$ cat src/rtl/uart_pkg.sv
// Shared UART definitions: frame width, receiver state encoding and the
// bit-timing helper used by both the transmitter and the receiver.
package uart_pkg;

   localparam int UART_DATA_BITS = 8;

   typedef enum logic [2:0] {
      IDLE      = 3'd0,
      START     = 3'd1,
      DATA      = 3'd2,
      STOP      = 3'd3,
      WAIT_HIGH = 3'd4
   } uart_state_e;

   // Integer clocks per serial bit; shared with uart_tx so both ends agree.
   function automatic int clks_per_bit(input int clk_freq, input int baud);
      return clk_freq / baud;
   endfunction

endpackage

$ cat src/rtl/sync_2ff.sv
// Generic two-flop synchroniser for a single asynchronous level.
// RST_VAL sets both flops on reset so the output starts at the line's idle level.
module sync_2ff #(
   parameter logic RST_VAL = 1'b0
) (
   input  logic clk,
   input  logic rst_n,
   input  logic d_i,
   output logic q_o
);

   logic meta_q;
   logic sync_q;

   // Two-stage capture of the asynchronous input.
   always_ff @(posedge clk or negedge rst_n) begin
      if (!rst_n) begin
         meta_q <= RST_VAL;
         sync_q <= RST_VAL;
      end else begin
         meta_q <= d_i;
         sync_q <= meta_q;
      end
   end

   assign q_o = sync_q;

endmodule

$ cat src/rtl/uart_rx.sv
// 8N1 UART receiver. Start bit is re-checked at mid-bit, data bits are
// sampled at bit centres LSB-first, and the stop bit is checked at its centre.
// Returning to IDLE at mid-stop leaves half a bit of margin, so frames with
// zero idle gap are accepted.
//
//   state     | meaning
//   IDLE      | line idle, waiting for rx_s low
//   START     | half-bit wait, then confirm start bit still low
//   DATA      | sample 8 data bits at bit centres
//   STOP      | sample stop bit; publish byte or flag framing error
//   WAIT_HIGH | after a framing error, wait for line to return high
module uart_rx
   import uart_pkg::*;
#(
   parameter int CLK_FREQ = 1_000_000,
   parameter int BAUD     = 9600
) (
   input  logic       clk,
   input  logic       rst_n,
   input  logic       rx,
   output logic [7:0] rx_data,
   output logic       rx_valid,
   output logic       frame_err,
   output logic       rx_busy
);

   localparam int CLKS_PER_BIT = clks_per_bit(CLK_FREQ, BAUD);
   localparam int HALF_BIT     = CLKS_PER_BIT / 2;
   localparam int CNT_W        = (CLKS_PER_BIT > 1) ? $clog2(CLKS_PER_BIT) : 1;

   localparam logic [CNT_W-1:0] HALF_M1 = CNT_W'(HALF_BIT - 1);
   localparam logic [CNT_W-1:0] BIT_M1  = CNT_W'(CLKS_PER_BIT - 1);
   localparam logic [CNT_W-1:0] CNT_ONE = CNT_W'(1);

   logic                      rx_s;
   uart_state_e               state_q;
   logic [CNT_W-1:0]          cnt_q;
   logic [2:0]                bit_idx_q;
   logic [UART_DATA_BITS-1:0] shift_q;
   logic [UART_DATA_BITS-1:0] rx_data_q;
   logic                      rx_valid_q;
   logic                      frame_err_q;
   logic                      rx_busy_q;

   sync_2ff #(
      .RST_VAL (1'b1)
   ) u_sync_rx (
      .clk   (clk),
      .rst_n (rst_n),
      .d_i   (rx),
      .q_o   (rx_s)
   );

   // Receive FSM with bit/clock counters and registered outputs.
   always_ff @(posedge clk or negedge rst_n) begin
      if (!rst_n) begin
         state_q     <= IDLE;
         cnt_q       <= '0;
         bit_idx_q   <= '0;
         shift_q     <= '0;
         rx_data_q   <= '0;
         rx_valid_q  <= 1'b0;
         frame_err_q <= 1'b0;
         rx_busy_q   <= 1'b0;
      end else begin
         rx_valid_q  <= 1'b0;
         frame_err_q <= 1'b0;
         case (state_q)
            IDLE: begin
               cnt_q <= '0;
               if (!rx_s) begin
                  state_q   <= START;
                  rx_busy_q <= 1'b1;
               end
            end
            START: begin
               if (cnt_q == HALF_M1) begin
                  cnt_q <= '0;
                  if (!rx_s) begin
                     state_q   <= DATA;
                     bit_idx_q <= '0;
                  end else begin
                     // Line went back high before mid-start: treat as a glitch.
                     state_q   <= IDLE;
                     rx_busy_q <= 1'b0;
                  end
               end else begin
                  cnt_q <= cnt_q + CNT_ONE;
               end
            end
            DATA: begin
               if (cnt_q == BIT_M1) begin
                  cnt_q     <= '0;
                  shift_q   <= {rx_s, shift_q[UART_DATA_BITS-1:1]};
                  bit_idx_q <= bit_idx_q + 3'd1;
                  if (bit_idx_q == 3'd7) begin
                     state_q <= STOP;
                  end
               end else begin
                  cnt_q <= cnt_q + CNT_ONE;
               end
            end
            STOP: begin
               if (cnt_q == BIT_M1) begin
                  cnt_q <= '0;
                  if (rx_s) begin
                     rx_data_q  <= shift_q;
                     rx_valid_q <= 1'b1;
                     state_q    <= IDLE;
                     rx_busy_q  <= 1'b0;
                  end else begin
                     frame_err_q <= 1'b1;
                     state_q     <= WAIT_HIGH;
                  end
               end else begin
                  cnt_q <= cnt_q + CNT_ONE;
               end
            end
            WAIT_HIGH: begin
               // A held-low line (break) must not be mistaken for a new start bit.
               cnt_q <= '0;
               if (rx_s) begin
                  state_q   <= IDLE;
                  rx_busy_q <= 1'b0;
               end
            end
            default: begin
               state_q   <= IDLE;
               cnt_q     <= '0;
               rx_busy_q <= 1'b0;
            end
         endcase
      end
   end

   assign rx_data   = rx_data_q;
   assign rx_valid  = rx_valid_q;
   assign frame_err = frame_err_q;
   assign rx_busy   = rx_busy_q;

endmodule

$ cat config.mk
export PLATFORM = sky130hd
export DESIGN_NAME = uart_rx
export DESIGN_NICKNAME = d
export VERILOG_FILES = /design/src/rtl/uart_pkg.sv /design/src/rtl/sync_2ff.sv /design/src/rtl/uart_rx.sv
export SDC_FILE = /design/constraint.sdc
export NUM_CORES = 1
export LEC_CHECK = 0
export ABC_AREA = 0
export CORE_UTILIZATION = 50
export CTS_BUF_LIST = sky130_fd_sc_hd__clkbuf_4 sky130_fd_sc_hd__clkbuf_8
export CTS_CLUSTER_SIZE = 10
export DETAILED_ROUTE_END_ITERATION = 12
export HOLD_SLACK_MARGIN = 0.06
export PLACE_DENSITY = 0.81
export SLEW_MARGIN = 20
export SYNTH_ARGS = -nofsm -noshare
export SYNTH_HDL_FRONTEND = slang
export SYNTH_SLANG_ARGS = --single-unit
$ cat constraint.sdc
create_clock -name clk -period 2.05 [get_ports clk]
set_input_delay 0.3075 -clock clk [delete_from_list [all_inputs] [get_ports clk]]
set_output_delay 0.3075 -clock clk [all_outputs]
set_load 0.005 [all_outputs]
# Yosys cells after proc, flatten, opt, wreduce, memory -nomap -nowiden

Index checks and enable logic that the tools add are counted.
Widths: inputs -> output; s select.

Add/sub/neg operators: 2
$mul: 0
Divide/modulo/power cells: 0
Magnitude comparators: 0
Eq/ne operators: 14
Shifts and indexed selects: 0
Mux-type cells: 27
Bitwise operators: 1
Reduce and logical (&&, ||, !) cells: 8

Operators with widths:

| operator            | count |
|---|---|
| $mux 3              | 10 |
| $pmux 3 s5          | 1 |
| $mux 7              | 2 |
| $pmux 7 s2          | 1 |
| $ne 2x2->1 const B  | 6 |
| $mux 1              | 10 |
| $reduce_and 4->1    | 2 |
| $add 7x1->7 const B | 1 |
| $eq 7x6->1 const B  | 1 |
| $eq 7x7->1 const B  | 1 |
| $eq 3x2->1 const B  | 2 |
| $eq 3x3->1 const B  | 2 |
| $pmux 3 s2          | 1 |
| $reduce_and 6->1    | 1 |
| $pmux 1 s5          | 1 |
| $add 3x1->3 const B | 1 |
| $eq 3x1->1 const B  | 1 |
| $logic_not 3->1     | 1 |
| $reduce_and 3->1    | 1 |
| $mux 2              | 1 |
| $ne 2x1->1 const B  | 1 |
| $reduce_and 2->1    | 1 |
| $reduce_bool 2->1   | 1 |
| $reduce_or 2->1     | 1 |
| $not 1->1           | 1 |

Bits in registers: 34
Latch bits: 0
Bits in writable memories: 0
Memory bits (read-only): 0
Input port bits: 3
Output and inout port bits: 11
Word-level logic and storage cells: 62
Memories kept: 0

# Logic depth before layout (Yosys ltp)

Gate-level depths: netlist of the first run.

Word-level depth: 4
Depth in mapped cells: 6
Mapped depth without buffers: 5

# By module

Synthesis of the first run repeated with hierarchy kept, for this count alone.

Cells, all modules: 127
Area, all modules: 1605.3 um^2

By module, submodules not included:

| module   | times used | cells an instance | area an instance (um^2) | sequential area each (um^2) |
|---|---|---|---|---|
| uart_rx  | 1          | 125               | 1552.7                  | 800.8 |
| sync_2ff | 1          | 2                 | 52.6                    | 52.6 |

# Least setup slack after synthesis of the first run

OpenSTA, ideal clock, no wires.

Path kind: flip-flop to flip-flop
From: register cnt_q[0]
To: register rx_data_q[0] (netlist: rx_data[0])
Setup time: 125 ps
Arrival time: 1686 ps
Data required time: 1925 ps
Slack: 239 ps
Stages on the path, launching flop included: 7
Path buffers: 1
Period minus slack after synthesis: 1811 ps
Cell sequence: dfrtp_1 -> ha_1 -> nand4b_4 -> nor4b_4 -> and4_4 -> buf_12 -> mux2_4

Longest elaborated chain between the ends: 2

RTL lines:

| element                    | line           | text |
|---|---|---|
| start, declared            | uart_rx.sv:37  | `logic [CNT_W-1:0] cnt_q;` |
| start signal, assigned     | uart_rx.sv:88  | `cnt_q <= cnt_q + CNT_ONE;` |
| start signal, assigned     | uart_rx.sv:100 | `cnt_q <= cnt_q + CNT_ONE;` |
| start signal, assigned     | uart_rx.sv:116 | `cnt_q <= cnt_q + CNT_ONE;` |
| $eq 7x7->1                 | uart_rx.sv:104 | `if (cnt_q == BIT_M1) begin` |
| $reduce_and 3->1 (no line) | n/a            |  |
| end signal, assigned       | uart_rx.sv:107 | `rx_data_q <= shift_q;` |
| end, declared              | uart_rx.sv:40  | `logic [UART_DATA_BITS-1:0] rx_data_q;` |

Every way passes these cells.
A chain may end at the register's enable or synchronous reset.

# Final worst setup path of the first run

Same ends and word-level chain as after synthesis.

==> results.txt, run 1 <==
----------------------------------------------------
[Status]
  Violated checks ... design-rule violations
  Result of the run ... finished, violations left

[Worst setup path]
  Worst setup SP type ... flip-flop
  Critical Path Max Stage Delay ... 0.40 ns
  CP max FO ... 9
  Required time at the worst-slack endpoint ... about 2.3 ns
  CP top delay family ... simple AND/OR/NAND/NOR gates
  Critical Path AT ... about 2.2 ns
  Crit-path cells ... ha_1 -> nand4b_4 -> nor4b_4 -> and4_4 -> mux2_4
  Slowest CP cell ... sky130_fd_sc_hd__dfrtp_1
  Type of the worst setup path ... flip-flop to flip-flop
  Endpoint type of the worst setup path ... flip-flop
  WP buf/inv ... 0

[STA]
  Worst clock skew on the final layout ... around 0.007 ns
  Number of max-slew violations in the final report ... 0
  Hold violation count in the final report ... 0
  Final worst path period need ... about 1.9 ns
  Post-route fraction of the period consumed by the critical path ... 93.6%
  Tightest slew margin relative to the limit ... between 70 and 80%
  Maximum clock rate ... between 500 and 600 MHz
  Setup TNS Final ... 0 ns
  Transition time of the tightest slew-check pin ... about 0.4 ns
  Final setup violation count ... 0
  Setup repair after global routing missed its margin ... no

[Clock network]
  # hold bufs at CTS ... 0
  Root buffer cell ... sky130_fd_sc_hd__clkbuf_4
  Setup Fix Bufs, Post-CTS ... 0
  Clock slew seen by the registers of the worst setup and hold paths ... about 0.1 ns
  Number of gates resized after cts ... 0
  Sink count of the clock tree ... 34
  CTS HTree Levels ... 2
  Total CTS buffers ... 5
  Skew-Pair Late Insertion Delay ... 0.34 ns
  TritonCTS clock tree ... yes
  Clock Tree Buf Depth ... 2

[Yosys]
  Commonest register cell after synthesis ... sky130_fd_sc_hd__dfrtp_1
  Synth unique cells ... 37
  Async SR Flop Fraction ... 100%
  Flip-flop and latch count after synthesis ... 34
  Cell count after synthesis ... 114
  Net Count, Synth ... about 120
  Proportion of synthesized chip area in sequential cells ... roughly 55%
  Post-synthesis instance area ... 1550 µm²
  Average cell area after synthesis ... 13.6 µm²
  EDFF count, synth ... 0
  Total of warnings raised by yosys ... 0

[Pwr]
  Power Dens Cells ... 616 nW/µm²
  Net switching power ... about 0.23 mW
  VDD IR max ... 0.371 mV
  Cell internal pwr ... between 0.8 and 0.9 mW
  Sequential Power Share ... 61.8%
  Fraction of power consumed by combinational cells ... under 10%
  Switching power as a share of total power ... a little over a fifth
  Power share of the clock group ... a little over a third
  Leakage power ... between 0.8 and 0.9 nW

[Placement]
  Gpl congestion ... ~0.78
  Detailed-placement wirelength estimate ... about 1800 µm
  Post-place instance area ... between 1500 and 2000 µm²
  Number of instances in the placed design ... roughly 160
  PortBufs ... 13

[Cells and area]
  Share of cells above drive strength 1 ... between 20% and 30%
  Area of combinational cells with multiple inputs ... about 650 µm²
  Most frequent standard cell in the layout excluding fill and tap cells ... sky130_fd_sc_hd__dfrtp_1
  Inserted Diodes ... 0
  Count of fill cells added during filler insertion ... between 200 and 250
  Area of all placed cells without fillers ... around 1800 µm²
  Register area ... 853 µm²
  Nets@finish ... between 100 and 150
  Count of non-filler cells in the finished layout ... between 150 and 200
  Area Growth Syn to Fin ... 14.6%
  Most frequent cells in the layout ... sky130_fd_sc_hd__dfrtp_1, sky130_fd_sc_hd__clkdlybuf4s50_1, sky130_fd_sc_hd__nor2_1

[Floorplan]
  Die height ... approximately 58 µm
  Count of boundary I/O pins ... 14
  Area of the die ... 3320 µm²
  Core ar. ... ~2900 µm²
  Total number of placement rows ... 19
  Horizontal die dimension ... a little under 60 µm
  Starting utilization of the core area ... 54.3%

[Route]
  Vias per inst ... 5.83
  Detailed router's first-iteration violation count ... 29
  Count of vias placed by the detailed router ... 967
  Average routed wire per standard cell ... between 15 and 20 µm
  Detailed Routing Iterations Pass 1 ... 8
  Post-route antenna net violation count ... 0
  Remaining routing DRC violations ... 3
  Routed WL ... roughly 2500 µm

[Job]
  Max-cap violations ... 0

[GRT]
  Aggregate global-route resource usage ... between 10% and 20%
  First-pass GRT wire length ... approximately 4500 µm
  Global route overflow ... 0
  Number of antenna violations at the first check in global routing ... 0
  Via count of the first global-routing pass ... between 900 and 1000
  Largest net degree at the start of global routing ... 35

[Hold path]
  Class of the most critical hold timing path ... flip-flop to flip-flop

----------------------------------------------------
[cells in the mapped netlist, types with 3 or more instances]
cell / number / share of area (%)
sky130_fd_sc_hd__mux2_4: 8 / 7.8
sky130_fd_sc_hd__o21ai_0: 3 / 0.97
sky130_fd_sc_hd__nor3b_1: 3 / 1.5
sky130_fd_sc_hd__mux2_2: 9 / 6.5
sky130_fd_sc_hd__nor2_1: 11 / 2.7
sky130_fd_sc_hd__inv_1: 3 / 0.73
sky130_fd_sc_hd__nand3_1: 4 / 1.3
sky130_fd_sc_hd__nand2_1: 3 / 0.73
sky130_fd_sc_hd__dfrtp_1: 32 / 52
sky130_fd_sc_hd__ha_1: 4 / 3.2
sky130_fd_sc_hd__a21oi_1: 3 / 0.97
[routing by layer]
layer  global-route usage (%)  vias up  routed length, µm  share of wire, %
met1                     21.5      487               1090                43
li1                         -      448                  -                 -
met3                     6.70        8                116               4.6
met5                        0        -                  0                 0
met4                     7.14        0                 61               2.4
met2                     30.7       24               1240                49
[path summary, 6_finish.rpt]
check	start	to	slack (ns)	depth (start not counted)
worst min-delay path	u_sync_rx.meta_q$_DFF_PN1_	u_sync_rx.q_o$_DFF_PN1_	0.36	0
max in group asynchronous	rst_n	u_sync_rx.meta_q$_DFF_PN1_	1.35	2
min in group asynchronous	rst_n	rx_data[2]$_DFFE_PN0P_	0.37	2
worst max register to register	cnt_q[0]$_DFF_PN0_	rx_data[0]$_DFFE_PN0P_	0.13	5
worst max-delay path	cnt_q[0]$_DFF_PN0_	rx_data[0]$_DFFE_PN0P_	0.13	5
worst min register to register	u_sync_rx.meta_q$_DFF_PN1_	u_sync_rx.q_o$_DFF_PN1_	0.36	0
[power by group through the flow]
stage          sequential, mW  combinational [mW]  clock [mW]
2_1_floorplan           0.688             0.00181           0
4_1_cts                 0.676              0.0204       0.410
5_1_grt                 0.676              0.0230       0.437
3_5_place_dp            0.689              0.0202           0
6_report                0.676              0.0192       0.398
3_3_place_gp            0.689              0.0194           0
[flip-flops by register name (all words and copies together) (netlist names)]
signal / cells
shift_q: 8
rx_data: 8
cnt_q: 7
rx_busy: 1
u_sync_rx.meta_q: 1
bit_idx_q: 3
frame_err: 1
u_sync_rx.q_o: 1
state_q: 3
rx_valid: 1
[area by class of cell]
cell class	instances	area share, %
Timing Repair Buffer	17	9.02
Multi-Input combinational cell	73	36.5
Clock buffer	7	3.31
Sequential cell	34	48.1
Clock inverter	1	0.282
Inverter	3	0.634
Tap cell	31	2.18
[cells by family after synthesis]
| kind of cell | Yosys count | share of synthesized area [%] |
|---|---|---|
| muxes | 18 | 14.9 |
| adders and majority gates | 4 | 3.23 |
| DFF | 34 | 55.1 |
| xor gates and xnor gates | 4 | 2.26 |
| AOI/OAI and AO/OA | 14 | 6.14 |
| buffers and inverters | 7 | 3.07 |
| and+or+nand+nor | 33 | 15.3 |
[through the flow]
step	setup slack [ns]	total power [mW]	hold slack, ns	utilization (%)
floorplan	0.239	0.690	0.0119	-
global placement	0.198	0.708	0.349	60.0
detailed placement	0.134	0.709	0.350	60.0
CTS	0.120	1.11	0.365	62.2
global route	0.0271	1.14	0.367	62.2
finish	0.130	1.09	0.362	62.2
[worst reg2reg max path: cells and delay by family, from the launching register on]
family        cells  cell delay [ns]
mux               1             0.33
simple gates      3             0.84
flops             1             0.40
fa+ha+maj         1             0.25
Note: power is estimated with default switching activity, not from simulation.
==> run 2, diff against run 1 <==
--- a/config.mk
+++ b/config.mk
@@ -6,12 +6,14 @@
 export NUM_CORES = 1
 export LEC_CHECK = 0
 export ABC_AREA = 0
-export CORE_UTILIZATION = 50
+export CORE_UTILIZATION = 59
 export CTS_BUF_LIST = sky130_fd_sc_hd__clkbuf_4 sky130_fd_sc_hd__clkbuf_8
 export CTS_CLUSTER_SIZE = 10
 export DETAILED_ROUTE_END_ITERATION = 12
 export HOLD_SLACK_MARGIN = 0.06
-export PLACE_DENSITY = 0.81
+export MAX_ROUTING_LAYER = met4
+export PLACE_DENSITY = 0.91
+export SKIP_LAST_GASP = 1
 export SLEW_MARGIN = 20
 export SYNTH_ARGS = -nofsm -noshare
 export SYNTH_HDL_FRONTEND = slang
==> run 2 against run 1 <==
The run now ends clean. Register-to-register slack got worse by 0.05 ns. Design area fell by 0.49%. Clock skew rose by 0.00054 ns. Setup slack got worse by 0.051 ns. Via count fell by 2.7%. Critical path depth did not move. Combinational power barely moved. Maximum frequency fell by 2.6%. Die area fell by 15%. Sequential share of layout area rose by 0.24 points. Critical path type unchanged. Largest power group unchanged. Highest routed layer unchanged.
==> results.txt, run 2 (synthesis results as in run 1) <==
----------------------------------------------------
[Cells and area]
  Area of combinational cells with multiple inputs ... 648 µm²
  Most frequent standard cell in the layout excluding fill and tap cells ... sky130_fd_sc_hd__dfrtp_1
  Nets@finish ... 140
  Most frequent cells in the layout ... sky130_fd_sc_hd__dfrtp_1, sky130_fd_sc_hd__clkdlybuf4s50_1, sky130_fd_sc_hd__nor2_1
  Count of fill cells added during filler insertion ... about 190
  Register area ... 853 µm²
  Inserted Diodes ... 0
  Area Growth Syn to Fin ... 14.1%
  Share of cells above drive strength 1 ... between 20 and 30%

[Clock network]
  Root buffer cell ... sky130_fd_sc_hd__clkbuf_4
  # hold bufs at CTS ... 0
  Clock Tree Buf Depth ... 2
  Clock slew seen by the registers of the worst setup and hold paths ... about 0.1 ns
  Number of gates resized after cts ... 0
  Setup Fix Bufs, Post-CTS ... 0
  CTS HTree Levels ... 2
  Sink count of the clock tree ... 34
  Total CTS buffers ... 5
  Skew-Pair Late Insertion Delay ... around 0.35 ns
  TritonCTS clock tree ... yes

[STA]
  Transition time of the tightest slew-check pin ... approximately 0.41 ns
  Hold WS ... approximately 0.36 ns
  Final worst path period need ... between 1.5 and 2 ns
  Min setup slack post-route ... 0.0793 ns
  Maximum clock rate ... a little over 500 MHz
  Post-route fraction of the period consumed by the critical path ... between 90% and 100%
  Hold violation count in the final report ... 0
  Tightest slew margin relative to the limit ... 72.6%
  Setup repair after global routing missed its margin ... yes
  Final setup violation count ... 0
  Number of max-slew violations in the final report ... 0
  Worst clock skew on the final layout ... 0.00756 ns

[Placement]
  PortBufs ... 13
  Gpl congestion ... roughly 0.85
  Detailed-placement wirelength estimate ... 1850 µm
  Post-place setup slack ... ~0.086 ns

[GRT]
  Aggregate global-route resource usage ... 23.9%
  Number of antenna violations at the first check in global routing ... 0
  First-pass GRT wire length ... 4370 µm
  Largest net degree at the start of global routing ... 35
  Global route overflow ... 0
  Via count of the first global-routing pass ... 940

[Worst setup path]
  R2R setup slack ... a little under 0.08 ns
  Type of the worst setup path ... flip-flop to flip-flop
  Worst setup SP type ... flip-flop
  Endpoint type of the worst setup path ... flip-flop
  Worst-case reg-to-reg path depth ... 5
  Reg-to-reg endpoint ... rx_data[2]$_DFFE_PN0P_
  Start of the worst register-to-register path ... cnt_q[0]$_DFF_PN0_
  Required time at the worst-slack endpoint ... 2.28 ns
  CP max FO ... 9
  Critical Path AT ... 2.20 ns

[Status]
  Result of the run ... complete, no violations

[Route]
  Met3 wirelength from detailed routing ... around 130 µm
  Detailed Routing Iterations Pass 1 ... 4
  Routed met2 length ... 1330 µm
  Vias per inst ... between 5 and 6
  Detailed router's first-iteration violation count ... 15
  Post-route antenna net violation count ... 0
  Count of vias placed by the detailed router ... between 900 and 1000
  Routed WL ... 2620 µm
  Detailed-route wire length on metal 1 ... around 1100 µm
  Top routing layer used ... met4
  Average routed wire per standard cell ... about 16 µm
  Remaining routing DRC violations ... 0

[Job]
  Max-cap violations ... 0

[Pwr]
  VDD IR max ... roughly 0.57 mV
  Leakage power ... about 0.87 nW
  Power Dens Cells ... ~620 nW/µm²

[Floorplan]
  Horizontal die dimension ... between 50 and 60 µm
  Total number of placement rows ... 18
  Core ar. ... ~2500 µm²
  Count of boundary I/O pins ... 14
  Die height ... about 53 µm
  Area of the die ... about 2800 µm²
  Starting utilization of the core area ... 62.5%

[Hold path]
  Class of the most critical hold timing path ... input port to asynchronous set/reset pin

----------------------------------------------------
run 2: changes by cell type in the layout (fill, tap and decap cells not counted), sizes merged:
cell      change
buf           -1
clkbuf        -1
clkinvlp      +1
run 2: how the worst max path moves through the flow:
stage,startpoint,endpoint,cells after the start
floorplan,cnt_q[0]$_DFF_PN0_,rx_data[0]$_DFFE_PN0P_,6
global placement,cnt_q[0]$_DFF_PN0_,rx_data[6]$_DFFE_PN0P_,5
detailed placement,cnt_q[0]$_DFF_PN0_,rx_data[6]$_DFFE_PN0P_,5
CTS,cnt_q[0]$_DFF_PN0_,rx_data[2]$_DFFE_PN0P_,5
global route,cnt_q[0]$_DFF_PN0_,rx_data[2]$_DFFE_PN0P_,5
finish,cnt_q[0]$_DFF_PN0_,rx_data[2]$_DFFE_PN0P_,5
run 2: power by group:
group | leakage (nW) | switching, mW | internal (mW)
Clock | 0.0343 | 0.235 | 0.165
Combinational | 0.392 | 0.0136 | 0.00552
Sequential | 0.448 | 0.00212 | 0.674
run 2: routing by layer:
| layer | vias to the layer above | GRT usage, % |
|---|---|---|
| met4 | 0 | 14.0 |
| met3 | 8 | 8.33 |
| met5 | - | - |
| met1 | 460 | 26.5 |
| met2 | 24 | 37.1 |
| li1 | 449 | - |
run 2: critical path, cell delays in order (launching register included):
cell and delay (ns):
sky130_fd_sc_hd__dfrtp_1 0.42, sky130_fd_sc_hd__ha_1 0.26, sky130_fd_sc_hd__nand4b_4 0.15, sky130_fd_sc_hd__nor4b_4 0.33, sky130_fd_sc_hd__and4_4 0.40, sky130_fd_sc_hd__mux2_4 0.32
run 2: cell type report:
cell class | instances | area share, %
Clock buffer | 6 | 2.90
Clock inverter | 2 | 0.708
Multi-Input combinational cell | 73 | 36.7
Tap cell | 30 | 2.12
Timing Repair Buffer | 16 | 8.64
Sequential cell | 34 | 48.3
Inverter | 3 | 0.637
run 2: through the flow:
step / utilization, % / TNS, ns / total power [mW] / instance area [µm²] / std cells
6_report: 71.3 / 0 / 1.10 / 1770 / 164
5_1_grt: 71.3 / -0.0365 / 1.14 / 1770 / 164
4_1_cts: 71.3 / 0 / 1.11 / 1770 / 164
3_5_place_dp: 68.7 / 0 / 0.709 / 1700 / 156
3_3_place_gp: 68.7 / 0 / 0.709 / 1700 / 156
2_1_floorplan: - / 0 / 0.690 / 1550 / 114
==> run 3, diff against run 2 <==
--- a/config.mk
+++ b/config.mk
@@ -5,14 +5,15 @@
 export SDC_FILE = /design/constraint.sdc
 export NUM_CORES = 1
 export LEC_CHECK = 0
-export ABC_AREA = 0
 export CORE_UTILIZATION = 59
 export CTS_BUF_LIST = sky130_fd_sc_hd__clkbuf_4 sky130_fd_sc_hd__clkbuf_8
+export CTS_CLUSTER_DIAMETER = 30
 export CTS_CLUSTER_SIZE = 10
 export DETAILED_ROUTE_END_ITERATION = 12
 export HOLD_SLACK_MARGIN = 0.06
 export MAX_ROUTING_LAYER = met4
 export PLACE_DENSITY = 0.91
+export SKIP_CTS_REPAIR_TIMING = 1
 export SKIP_LAST_GASP = 1
 export SLEW_MARGIN = 20
 export SYNTH_ARGS = -nofsm -noshare
==> results of run 3 <==
Same layout as run 2: the final DEF is identical, and so are final timing and power.
